File: src/rtl/fft_sdf_stage.sv
// rtl/fft_sdf_stage.sv - radix-2 single-path delay-feedback DIF butterfly stage
// One complex sample per accepted cycle; the SPAN-deep delay line pairs x[k] with x[k+SPAN].
module fft_sdf_stage #(
    parameter int DW = 16,
    parameter int TW = 16,
    parameter int SPAN = 32,
    parameter int SCALE = 1,
    localparam int LOG2SPAN = $clog2(SPAN)
) (
    input  logic                clk,
    input  logic                rst,
    input  logic                in_valid,
    input  logic [2*DW-1:0]     in_data,
    input  logic                flush,
    input  logic                inverse,
    output logic [LOG2SPAN-1:0] tw_idx,
    input  logic [2*TW-1:0]     tw,
    output logic                out_valid,
    output logic [2*DW-1:0]     out_data,
    output logic                out_sof
);

    localparam int PW = DW + TW + 2;
    localparam logic signed [PW-1:0] CM_MAX = {{(PW-DW+1){1'b0}}, {(DW-1){1'b1}}};
    localparam logic signed [PW-1:0] CM_MIN = {{(PW-DW+1){1'b1}}, {(DW-1){1'b0}}};
    localparam logic signed [PW-1:0] CM_RND = {{(PW-TW+2){1'b0}}, 1'b1, {(TW-3){1'b0}}};

    logic [LOG2SPAN:0]   cnt;
    logic                phase;
    logic [LOG2SPAN-1:0] k;
    logic                accept;
    logic [2*DW-1:0]     s;
    logic [2*DW-1:0]     a;
    logic [2*DW-1:0]     mem [SPAN];
    logic                diff_vld;
    logic                inv_q;

    logic [DW-1:0]        sum_re, sum_im;
    logic signed [DW-1:0] dr, di;
    logic signed [TW-1:0] wr;
    logic signed [TW:0]   wi;
    logic signed [PW-1:0] pr, pi;
    logic [2*DW-1:0]      cm;

    // DW+1-bit sum/difference brought back to DW bits: halve (floor) or saturate
    function automatic logic [DW-1:0] fit(input logic [DW:0] v);
        if (SCALE != 0)
            return v[DW:1];
        else if (v[DW] != v[DW-1])
            return v[DW] ? {1'b1, {(DW-1){1'b0}}} : {1'b0, {(DW-1){1'b1}}};
        else
            return v[DW-1:0];
    endfunction

    function automatic logic [DW-1:0] sat_cm(input logic signed [PW-1:0] v);
        logic signed [PW-1:0] sh;
        sh = v >>> (TW - 2);
        if (sh > CM_MAX)
            return CM_MAX[DW-1:0];
        else if (sh < CM_MIN)
            return CM_MIN[DW-1:0];
        else
            return sh[DW-1:0];
    endfunction

    assign phase  = cnt[LOG2SPAN];
    assign k      = cnt[LOG2SPAN-1:0];
    assign tw_idx = k;
    assign accept = in_valid | flush;
    assign s      = in_valid ? in_data : '0;
    assign a      = mem[k];

    always_comb begin
        sum_re = fit({a[2*DW-1], a[2*DW-1:DW]} + {s[2*DW-1], s[2*DW-1:DW]});
        sum_im = fit({a[DW-1], a[DW-1:0]} + {s[DW-1], s[DW-1:0]});
        dr = $signed(fit({a[2*DW-1], a[2*DW-1:DW]} - {s[2*DW-1], s[2*DW-1:DW]}));
        di = $signed(fit({a[DW-1], a[DW-1:0]} - {s[DW-1], s[DW-1:0]}));
        wr = $signed(tw[2*TW-1:TW]);
        // one extra bit so conjugating the most negative twiddle cannot wrap
        wi = $signed({tw[TW-1], tw[TW-1:0]});
        if (inv_q)
            wi = -wi;
        pr = PW'(dr) * PW'(wr) - PW'(di) * PW'(wi) + CM_RND;
        pi = PW'(dr) * PW'(wi) + PW'(di) * PW'(wr) + CM_RND;
        cm = {sat_cm(pr), sat_cm(pi)};
    end

    always_ff @(posedge clk) begin
        if (accept)
            mem[k] <= phase ? cm : s;
    end

    always_ff @(posedge clk) begin
        if (rst) begin
            cnt       <= '0;
            out_valid <= 1'b0;
            out_data  <= '0;
            out_sof   <= 1'b0;
            diff_vld  <= 1'b0;
            inv_q     <= 1'b0;
        end else if (accept) begin
            cnt <= cnt + 1'b1;
            if (cnt == '0)
                inv_q <= inverse;
            if (!phase) begin
                out_data  <= a;
                out_valid <= diff_vld;
                out_sof   <= 1'b0;
            end else begin
                out_data  <= {sum_re, sum_im};
                out_valid <= 1'b1;
                out_sof   <= (k == '0);
                if (k == LOG2SPAN'(SPAN - 1))
                    diff_vld <= 1'b1;
            end
        end else begin
            out_valid <= 1'b0;
            out_sof   <= 1'b0;
        end
    end

endmodule

File: config.mk
export PLATFORM = sky130hd
export DESIGN_NAME = fft_sdf_stage
export DESIGN_NICKNAME = d
export VERILOG_FILES = /design/src/rtl/fft_sdf_stage.sv
export SDC_FILE = /design/constraint.sdc
export NUM_CORES = 2
export LEC_CHECK = 0
export ABC_CLOCK_PERIOD_IN_PS = 16400
export CAP_MARGIN = 0
export CORE_MARGIN = 3
export CORE_UTILIZATION = 55
export DETAILED_ROUTE_END_ITERATION = 8
export PLACE_DENSITY = 0.82
export SLEW_MARGIN = 20
export SYNTH_ARGS = -nofsm -noshare
export SYNTH_HDL_FRONTEND = slang
export SYNTH_SLANG_ARGS = --single-unit
File: constraint.sdc
create_clock -name clk -period 16.4 [get_ports clk]
set_clock_uncertainty 0.05 [all_clocks]
set_input_delay 3.28 -clock clk [delete_from_list [all_inputs] [get_ports clk]]
set_output_delay 3.28 -clock clk [all_outputs]
set_load 0.01 [all_outputs]
Word level (Yosys, flattened, before mapping)
Memories as Yosys holds them, arrays and structs flattened. A register that Yosys moved wholly into a read port is not among the register bits.
Cells that the tools add are included.
{"block": "op_classes", "reduce_logical": 6, "n_mux": 13, "n_lt_le_gt_ge": 4, "n_bitwise": 3, "n_eq_ne": 1, "add_sub_neg": 10, "multipliers": 4}
{"op": "two-way mux 32 bit", "count": 3}
{"op": "adder 34 x 15 -> 34 bit (second input constant)", "count": 2}
{"op": "multiplier 16 x 17 -> 33 bit", "count": 2}
{"op": "multiplier 16 x 16 -> 32 bit", "count": 2}
{"op": "two-way mux 16 bit", "count": 4}
{"op": "> comparator 20 x 16 -> 1 bit (second input constant)", "count": 2}
{"op": "< comparator 20 x 16 -> 1 bit (second input constant)", "count": 2}
{"op": "adder 16 x 16 -> 17 bit", "count": 2}
{"op": "adder 33 x 32 -> 34 bit", "count": 1}
{"op": "subtractor 16 x 16 -> 17 bit", "count": 2}
{"op": "subtractor 32 x 33 -> 34 bit", "count": 1}
{"op": "two-way mux 17 bit", "count": 1}
{"op": "negator 16 -> 17 bit", "count": 1}
{"op": "two-way mux 5 bit", "count": 2}
{"op": "adder 6 x 1 -> 6 bit (second input constant)", "count": 1}
{"op": "zero test 6 bit", "count": 1}
{"op": "equality test 5 bit (second input constant)", "count": 1}
{"op": "zero test 5 bit", "count": 1}
{"op": "two-way mux 1 bit", "count": 3}
{"op": "AND reduction 3 bit", "count": 1}
{"op": "OR reduction 3 bit", "count": 1}
{"op": "inverter 1 bit", "count": 2}
{"op": "AND reduction 2 bit", "count": 1}
{"op": "OR reduction 2 bit", "count": 1}
{"op": "bitwise OR 1 bit", "count": 1}
{"block": "totals", "elab_cells": 48, "in_bits": 69, "n_memories": 1, "ff_bits": 42, "out_inout_bits": 39, "mem_bits_rw": 1024}
{"memory": "mem", "words": 32, "width": 32, "read_ports": 1, "rd_ports_with_merged_regs": 1, "write_ports": 1, "line": "34", "source": "logic [2*DW-1:0] mem [SPAN];"}

Depth between registers and ports, before layout
{"block": "depth", "word_depth": 9, "mapped_depth": 51, "ltp_nobuf": 43}

Worst setup path before layout
Ideal clock, no wire load.
{"block": "synth_path", "path_kind": "input -> register", "start": "in in_valid", "end": "mem mem[0][7] in the netlist's numbering, data pin", "path_slack_ps": 1644, "setup_time_ps": 387, "required_time_ps": 15963, "n_path_buf": 4, "path_stages": 42, "arrival_ps": 14319, "cell_sequence": "buf_2 clkbuf_1 nand2_1 fa_1 a21o_1 a21oi_2 o21bai_1 a21oi_2 o21ai_1 a211oi_2 o21ai_0 a31oi_1 nor2b_1 o31ai_2 buf_2 nand2_1 fa_1 inv_1 (+6 left out) fa_1 fa_1 inv_1 fa_1 inv_1 ha_1 a211oi_1 nand2_1 a2111oi_0 or2_1 o31ai_2 a311o_1 xor2_1 a31oi_1 o211ai_2 buf_4 nand2_1 a22oi_1"}
{"block": "synth_via", "elab_chain_cells": 9, "elab_cells_between_ends": 12, "classes_between": "4 x add/sub; 2 x mul; 2 x order compare; 4 x mux"}
{"item": "from (decl)", "line": "12", "source": "input logic in_valid,"}
{"item": "two-way mux 32 bit *", "line": "70", "source": "assign s = in_valid ? in_data : '0;"}
{"item": "subtractor 16 x 16 -> 17 bit, on equally long branches", "line": "76, 77"}
{"item": "multiplier 16 x 17 -> 33 bit / multiplier 16 x 16 -> 32 bit (equally long branches)", "line": "84", "source": "pi = PW'(dr) * PW'(wi) + PW'(di) * PW'(wr) + CM_RND;"}
{"item": "adder 33 x 32 -> 34 bit", "line": "84"}
{"item": "adder 34 x 15 -> 34 bit", "line": "84"}
{"item": "< comparator 20 x 16 -> 1 bit", "line": "60", "source": "else if (sh < CM_MIN)"}
{"item": "two-way mux 16 bit", "line": "60"}
{"item": "two-way mux 16 bit", "line": "58", "source": "if (sh > CM_MAX)"}
{"item": "two-way mux 32 bit *", "line": "90", "source": "mem[k] <= phase ? cm : s;"}
{"item": "to (decl)", "line": "34"}
Mark *: on every way between the ends. The rest lies on a longest branch, timed or not.

Worst setup path in the final report
{"block": "layout_path", "start": "in in_data[17]", "end": "mem mem[30][2] in the netlist's numbering, data pin"}
{"block": "layout_via", "elab_chain_cells": 9, "elab_cells_between_ends": 10, "classes_between": "3 x add/sub; 1 x mul; 2 x order compare; 4 x mux"}
{"item": "from (decl)", "line": "13", "source": "input logic [2*DW-1:0] in_data,"}
{"item": "two-way mux 32 bit *", "line": "70"}
{"item": "subtractor 16 x 16 -> 17 bit *", "line": "76", "source": "dr = $signed(fit({a[2*DW-1], a[2*DW-1:DW]} - {s[2*DW-1], s[2*DW-1:DW]}));"}
{"item": "multiplier 16 x 17 -> 33 bit *", "line": "84"}
{"item": "adder 33 x 32 -> 34 bit *", "line": "84"}
{"item": "adder 34 x 15 -> 34 bit *", "line": "84"}
{"item": "< comparator 20 x 16 -> 1 bit", "line": "60"}
{"item": "two-way mux 16 bit", "line": "60"}
{"item": "two-way mux 16 bit *", "line": "58"}
{"item": "two-way mux 32 bit *", "line": "90"}
Marks and branches as above.

==> impl_metrics.env <==
export IMPL_routedWlPerCell_um=27.8
export IMPL_worst_slack_ns=0.910
export IMPL_worstPathArrival_ns=15.84
export IMPL_cap_violations=0
export IMPL_synth_fp_nets=8376
export IMPL_synthArstFlopShare=0
export IMPL_grt_max_degree=72
export IMPL_nets=8441
export IMPL_max_stage_delay_ns=0.66
export IMPL_setup_tns_ns=0
export IMPL_synth_seq_cells=1071
export IMPL_start_util=0.554
export IMPL_synth_most_common_cell="inv_1"
export IMPL_drv_slew=0
export IMPL_pre_cts_slack_ns=0.145
export IMPL_yosysTopAreaCell="edfxtp_1"
export IMPL_drt_first_iter_violations=6791
export IMPL_synth_edf_count=1024
export IMPL_cp_max_fo=32
export IMPL_clk_latency_ns=0.70
export IMPL_vias=55400
export IMPL_clock_root_buffer="clkbuf_16"
export IMPL_ctsHoldBuffers=0
export IMPL_dieArea_um2=160000
export IMPL_ys_warn_count=0
export IMPL_cts_resized=0
export IMPL_drcViolationCount=0
export IMPL_path_class="in -> reg"
export IMPL_cpMostUsedCell="fa_1"
export IMPL_rows=144
export IMPL_crit_family="adder cells"
export IMPL_rsz0062_at_grt="no"
export IMPL_synth_cell_area_um2=85400
export IMPL_fillers=11200
export IMPL_synth_top_cells_by_count="inv_1, fa_1, edfxtp_1"
export IMPL_cts_sinks=1071
export IMPL_grt_overflow_total=0
export IMPL_cts_buffer_depth=3
export IMPL_drive_gt1_frac=0.119
export IMPL_firstDrtPassIters=8
export IMPL_crit_path_start_kind="input pin"
export IMPL_post_route_util=0.604
export IMPL_setup_viol=0
export IMPL_cts_tree="done"
export IMPL_cts_setup_buffers=0
export IMPL_fin_crit_sh=0.945
export IMPL_die_w_um=400
export IMPL_synthTopCellsByArea="edfxtp_1, fa_1, mux4_2"
export IMPL_max_freq_mhz=64.6
export IMPL_ioPinCount=108
export IMPL_worst_path_max_delay_cell="nor2_1"
export IMPL_grt_pass1_wl_um=369000
export IMPL_synth_top_area_frac=0.360
export IMPL_tightest_slew_ns=1.25
export IMPL_layout_min_cycle_time_ns=15.49
export IMPL_ys_types=88
export IMPL_maxSlewHeadroom=0.156
export IMPL_syn_area_per_cell_um2=12.7
export IMPL_cts_inserted_buffers=91
export IMPL_place_congestion=0.998
export IMPL_core_area_um2=154000
export IMPL_viasPerCell=6.21
export IMPL_die_y_um=400
export IMPL_ant_nets=0
export IMPL_synth_cells=6718
export IMPL_hold_violations=0
export IMPL_seq_area_frac_synth=0.371
export IMPL_grt_pass1_vias=59500
export IMPL_cp_num_buf_inv=8
export IMPL_required_ns=16.75
export IMPL_antenna_found_initial=9
export IMPL_worst_hold_path_type="reg -> reg"
export IMPL_outcome="completed"
export IMPL_track_usage=0.316
export IMPL_htreeDepth=3
export IMPL_routed_wirelength_um=248000
export IMPL_synthToLayoutAreaGrowth_pct=8.99
export IMPL_end_kind="flip-flop"
export IMPL_dp_hpwl_um=165000
export IMPL_synth_ff_type="edfxtp_1"
export IMPL_portBuffers=107
export IMPL_clkTransAtPathRegs_ns=0.07
## path summary, 6_finish.rpt
check	start	slack [ns]	to	cells past startpoint
max	in_data[17]	0.91	mem[30][2]	41
min	out_data[17]	0.43	out_data[17]	2
max reg2reg	flip-flop	1.51	mem[7][21]	39
min reg2reg	out_data[17]	0.43	out_data[17]	2
## kinds of logic after synthesis
group / Yosys count / share of synthesized area
AOI/OAI and AO/OA: 410 / 0.0318
xor gates and xnor gates: 153 / 0.0163
adders and majority gates: 1589 / 0.340
buffers and inverters: 1627 / 0.0733
DFF: 1071 / 0.371
muxes: 366 / 0.0880
and+or+nand+nor: 1502 / 0.0801
## worst reg2reg max path, delay by kind of cell (launching register included)
kind,cells,cell delay [ns]
mux,3,1.44
compound gates,11,2.72
xor+xnor,1,0.76
simple gates,7,1.66
flops,1,0.63
buf+inv,7,2.35
fa+ha+maj,10,4.92
## metrics by stage
stage	instance area (um2)	hold WS, ns	instances
after floorplan	85400	0.385	6718
after global placement	89800	0.403	8732
after detailed placement	89900	0.406	8732
after CTS	92900	0.429	8903
after global routing	93100	0.459	8905
final	93100	0.428	8915
## placed cells by master, fill, tap and decap left out, types with 68 or more instances in the layout
cell | synthesis | routed
and2_1 | 256 | 256
nor2_1 | 295 | 261
fa_1 | 1217 | 1217
ha_1 | 372 | 372
mux4_2 | 304 | 304
clkbuf_16 | 0 | 91
nand3_1 | 68 | 68
buf_4 | 10 | 175
inv_1 | 1307 | 1306
xnor2_1 | 112 | 82
clkdlybuf4s50_1 | 0 | 105
edfxtp_1 | 1024 | 1024
a21oi_1 | 133 | 118
nand2_1 | 705 | 705
## routing by layer
| metal | vias up | global-route usage | wire (um) |
|---|---|---|---|
| met3 | 1055 | 0.0930 | 33700 |
| met4 | 6 | 0.181 | 17900 |
| met1 | 28200 | 0.389 | 79500 |
| li1 | 22000 | - | - |
| met2 | 4110 | 0.500 | 117000 |
| met5 | - | 0 | 28 |
## flip-flops by register name, summed over array words and instances (netlist names), named ones only
name / flops
out_data: 32
inv_q: 1
cnt: 6
out_valid: 1
out_sof: 1
diff_vld: 1
mem: 1024
## area by class of cell
cell class	instances	area [um2]	share of cell area
multi-input cells	4020	48300	0.519
clock inverters	53	618	0.00664
inverters	1308	4910	0.0527
flip-flops and latches	1071	31700	0.340
well taps	2044	2560	0.0275
clock buffers	118	2450	0.0263
diodes	10	25.0	0.000269
repair buffers	291	2560	0.0275
Power is left out: the tool's default activity adds up to more than one toggle a clock period on the data nets, which glitch-free logic cannot reach.
